### config.mk
export PLATFORM = sky130hd
export DESIGN_NAME = decoder_stretch
export DESIGN_NICKNAME = d
export VERILOG_FILES = /design/src/rtl/decoder_pkg.sv /design/src/rtl/onehot_dec.sv /design/src/rtl/decoder_stretch.sv
export SDC_FILE = /design/constraint.sdc
export NUM_CORES = 1
export LEC_CHECK = 0
export ABC_AREA = 1
export ABC_CLOCK_PERIOD_IN_PS = 3600
export CORE_UTILIZATION = 53
export CTS_BUF_LIST = sky130_fd_sc_hd__clkbuf_8
export DETAILED_ROUTE_END_ITERATION = 7
export PLACE_DENSITY = 0.87
export SETUP_SLACK_MARGIN = 0.02
export SYNTH_ARGS = -nofsm -noshare
export SYNTH_HDL_FRONTEND = slang
export SYNTH_SLANG_ARGS = --single-unit
### constraint.sdc
create_clock -name clk -period 3.6 [get_ports clk]
set_input_delay 0.72 -clock clk [delete_from_list [all_inputs] [get_ports clk]]
set_output_delay 0.72 -clock clk [all_outputs]
set_load 0.05 [all_outputs]
### src/rtl/decoder_pkg.sv
// Shared definitions for the decoder_stretch block: mode encodings and FSM states.
package decoder_pkg;

    localparam logic [1:0] MODE_PULSE   = 2'b00;
    localparam logic [1:0] MODE_STRETCH = 2'b01;
    localparam logic [1:0] MODE_STICKY  = 2'b10;

    typedef enum logic {
        IDLE,
        HOLD
    } state_e;

endpackage

### src/rtl/onehot_dec.sv
// Combinational binary-to-one-hot decoder with range detection for non power-of-two widths.
module onehot_dec #(
    parameter int unsigned DOUT_WIDTH = 8,
    parameter int unsigned SEL_WIDTH  = $clog2(DOUT_WIDTH)
) (
    input  logic [SEL_WIDTH-1:0]  sel,
    output logic [DOUT_WIDTH-1:0] onehot,
    output logic                  in_range
);

    always_comb begin
        onehot   = '0;
        in_range = 32'(sel) < DOUT_WIDTH;
        for (int unsigned i = 0; i < DOUT_WIDTH; i++) begin
            if (32'(sel) == i) begin
                onehot[i] = 1'b1;
            end
        end
    end

endmodule

### src/rtl/decoder_stretch.sv
// Registered one-hot decoder with valid/ready input and PULSE, STRETCH and STICKY output modes.
module decoder_stretch
    import decoder_pkg::*;
#(
    parameter int unsigned DOUT_WIDTH = 8,
    parameter int unsigned SEL_WIDTH  = $clog2(DOUT_WIDTH),
    parameter int unsigned STRETCH_W  = 4
) (
    input  logic                  clk,
    input  logic                  rst_n,
    input  logic [1:0]            mode,
    input  logic [STRETCH_W-1:0]  stretch_len,
    input  logic                  clear,
    input  logic [SEL_WIDTH-1:0]  din,
    input  logic                  din_v,
    output logic                  din_rdy,
    output logic [DOUT_WIDTH-1:0] dout,
    output logic                  dout_v,
    output logic                  err,
    output logic                  busy
);

    state_e                state_q, state_d;
    logic [STRETCH_W-1:0]  cnt_q, cnt_d;
    logic [1:0]            mode_q, mode_d;
    logic [DOUT_WIDTH-1:0] dout_q, dout_d;
    logic                  err_q, err_d;
    logic [DOUT_WIDTH-1:0] dec;
    logic                  in_range;
    logic                  accept;

    onehot_dec #(
        .DOUT_WIDTH (DOUT_WIDTH),
        .SEL_WIDTH  (SEL_WIDTH)
    ) u_dec (
        .sel      (din),
        .onehot   (dec),
        .in_range (in_range)
    );

    assign din_rdy = (state_q == IDLE) || (mode_q != MODE_STRETCH);
    assign accept  = din_v && din_rdy;

    always_comb begin
        state_d = state_q;
        cnt_d   = cnt_q;
        mode_d  = mode_q;
        dout_d  = dout_q;
        err_d   = err_q;

        // Evolve the output as if nothing were accepted; an accept then overlays it.
        if (clear) begin
            state_d = IDLE;
            cnt_d   = '0;
            dout_d  = '0;
            err_d   = 1'b0;
        end else if (state_q == HOLD) begin
            if (cnt_q == '0) begin
                state_d = IDLE;
                dout_d  = '0;
            end else begin
                cnt_d = cnt_q - STRETCH_W'(1);
            end
        end else if (mode_q != MODE_STICKY) begin
            dout_d = '0;
        end

        if (accept) begin
            if (!in_range) begin
                err_d = 1'b1;
            end else begin
                mode_d = mode;
                case (mode)
                    MODE_STRETCH: begin
                        dout_d  = dec;
                        state_d = HOLD;
                        cnt_d   = stretch_len;
                    end
                    MODE_STICKY: dout_d = dout_d | dec;
                    default:     dout_d = dec;
                endcase
            end
        end
    end

    always_ff @(posedge clk or negedge rst_n) begin
        if (!rst_n) begin
            state_q <= IDLE;
            cnt_q   <= '0;
            mode_q  <= MODE_PULSE;
            dout_q  <= '0;
            err_q   <= 1'b0;
        end else begin
            state_q <= state_d;
            cnt_q   <= cnt_d;
            mode_q  <= mode_d;
            dout_q  <= dout_d;
            err_q   <= err_d;
        end
    end

    assign dout   = dout_q;
    assign dout_v = |dout_q;
    assign err    = err_q;
    assign busy   = (state_q == HOLD);

endmodule

==> impl_metrics.csv <==
group,metric,value,unit
run_status,status,"finished with violations",
final_layout,final_cells,171,
hold_path,hold_depth,2,
clock_network,ctsHoldBuffers,0,
synth,syn_nets,145,
hold_path,hp-start,"mode_q[1]$_DFFE_PN0P_",
global_routing,grt_overflow,0,
synth,ys_ff_latch,15,
final_layout,nFillCells,118,
sta,tightest_slew,704,ps
sta,finalHoldViolations,0,
final_layout,n_antenna_cell,0,
synth,syn_inst,131,
sta,max_freq,407,MHz
synth,yosysMostFrequentCell,"nand2_1",
synth,synthFlopType,"dfrtp_1",
clock_network,tritoncts,"built",
detailed_routing,via_per_inst,5.13,
clock_network,cts_resized,0,
detailed_routing,drt_iter0_markers,24,
detailed_routing,dr_wl_met2,1.00,mm
synth,synth-edff-count,0,
worst_setup_path,regToRegEndpoint,"dout[5]$_DFF_PN0_",
sta,clock_skew,3.52,ps
worst_setup_path,critPathKind,"flip-flop to primary output",
sta,finalSetupTns,0,ps
detailed_routing,wl_per_cell,11.5,µm
detailed_routing,drc,1,
clock_network,cts.sinks,15,
sta,rsz0062_at_grt,"false",
power,ir_drop,0.000340,V
synth,yosysTopAreaCellShare,40.5,%
synth,synthArstFlopShare,100,%
synth,ys_seq_area_share,40.5,%
floorplanning,pin_count,25,
final_layout,drive_gt1_share,12.3,%
floorplanning,fp.dieW,43.8,µm
global_routing,antenna_found_initial,0,
global_routing,first_global_vias,782,
power,finalPower,448,µW
synth,avgSynthCellArea,7.08,µm²
clock_network,htreeDepth,1,
synth,ys_top_cells_by_count,"nand2_1 (37), inv_1 (19), nand3_1 (19)",
final_layout,fin_util,76.2,%
worst_setup_path,cp-start-kind,"flip-flop",
global_routing,grt_usage,22.9,%
place,hpwl,1.58,mm
global_routing,grt_start_max_net_pins,16,
worst_setup_path,cp.arrival,1740,ps
final_layout,nNetsFinal,170,
sta,slew_viol_final,0,
detailed_routing,wl,1.97,mm
detailed_routing,num_vias,877,
sta,setup_viol,0,
synth,synth_cell_type_count,20,
hold_path,whs_endpoint,"mode_q[1]$_DFFE_PN0P_",
place,placedCellCount,167,
synth,ys_warn_count,0,
clock_network,cts_buffers,3,
detailed_routing,drt-pass1-iter-count,6,
floorplanning,row_count,14,
synth,yosysTopAreaCell,"dfrtp_1",
clock_network,clkLatencyLatePin,250,ps
detailed_routing,dr.max_layer_used,"met3",
synth,syn_area,927,µm²
worst_setup_path,required,2880,ps
global_routing,grt_pass1_wl,3.19,mm
hold_path,worstHoldPathType,"flip-flop to flip-flop",
clock_network,cts_root_buffer,"clkbuf_8",
worst_setup_path,endpoint_kind,"primary output",
detailed_routing,wl_met1,872,µm
run_status,violations,"design-rule violations",
detailed_routing,dr_wl_met3,93,µm
sta,period_needed,2460,ps
worst_setup_path,path_max_fanout,3,
place,portBuffers,23,
floorplanning,coreArea,1580,µm²
clock_network,clk_path_buf_depth,2,
clock_network,path_clk_slew,60,ps
floorplanning,die_h,43.8,µm
worst_setup_path,rrSetupSlack,2220,ps
worst_setup_path,ff2ff_path_depth,7,
power,p_per_area,373,nW/µm²
synth,synth_area_leaders,"dfrtp_1 (40%), nand2_1 (15%), nand3_1 (10%)",
worst_setup_path,r2r_start,"cnt_q[0]$_DFF_PN0_",
floorplanning,initial_core_util,58.8,%
place,gp_congestion,0.794,
clock_network,postCtsSetupRepairBufs,0,
sta,whs,531,ps
worst_setup_path,critPathLaunch,"dout[2]$_DFF_PN0_",
sta,finalCritPeriodShare,68.2,%
flow_run,maxCapViolCount,0,
sta,slew_headroom,52.9,%
detailed_routing,ant_nets,0,
final_layout,area_growth,29.6,%
floorplanning,dieArea,1920,µm²
power,p_leak,0.627,nW
[worst max-delay path by stage]
| stage | to | slack, ps | depth (start not counted) |
|---|---|---|---|
| detailed placement | dout_v | 1410 | 3 |
| global route | din_rdy | 1070 | 2 |
| floorplan | dout_v | 1680 | 2 |
| global placement | dout_v | 1380 | 3 |
| CTS | dout_v | 1130 | 3 |
| finish | dout_v | 1140 | 3 |
[report_power, final]
group	internal [mW]	leakage [nW]	switching, mW
Combinational	0.0439	0.400	0.0779
Clock	0.0766	0.0255	0.0601
Sequential	0.179	0.201	0.0101
Total	0.300	0.627	0.148
[layer usage]
metal	vias up	GRT usage [%]
met5	-	0
li1	447	-
met1	411	28.5
met2	19	39.4
met3	0	5.42
met4	0	6.25
[worst max-delay path, cell delays in order (launching register included)]
cell and delay (ps):
dfrtp_1 390, nor4_1 300, nand2_1 90, clkdlybuf4s50_1 710
[flip-flops by register name, summed over array words and instances, names as in the netlist]
signal  flops
cnt_q       4
busy        1
mode_q      2
dout        8
[metrics by stage]
step / instance area, µm² / worst slack, ps
after detailed placement: 1150 / 1410
after global placement: 1150 / 1380
after global routing: 1200 / 1070
final: 1200 / 1140
after CTS: 1200 / 1130
after floorplan: 927 / 1680
[cell usage in the layout, fill, tap and decap left out]
master	count
nor4_1	2
inv_2	6
nand2_2	3
clkinv_2	1
nand2_1	37
clkbuf_8	3
nand3_2	2
o21ai_1	4
nor2_2	1
o211ai_4	1
ha_1	1
conb_1	1
nand3_4	1
nand3_1	19
dfrtp_1	15
nor2_1	14
inv_1	19
o21ai_0	1
clkdlybuf4s50_1	23
nand2_4	1
[cells by family after synthesis]
| kind of cell | synth area share, % |
|---|---|
| flops | 40.5 |
| simple gates | 40.2 |
| compound gates | 4.99 |
| fa+ha+maj | 1.35 |
| buf+inv | 12.6 |
| other cells | 0.404 |
[area by class of cell]
cell class / instances / area, µm² / share of cell area, %
flip-flops and latches: 15 / 375 / 31.3
repair buffers: 23 / 230 / 19.2
clock buffers: 3 / 41.3 / 3.44
well taps: 16 / 20.0 / 1.67
multi-input cells: 88 / 435 / 36.3
inverters: 25 / 93.8 / 7.81
clock inverters: 1 / 5.00 / 0.417
Note: power is estimated with default switching activity, not from simulation.
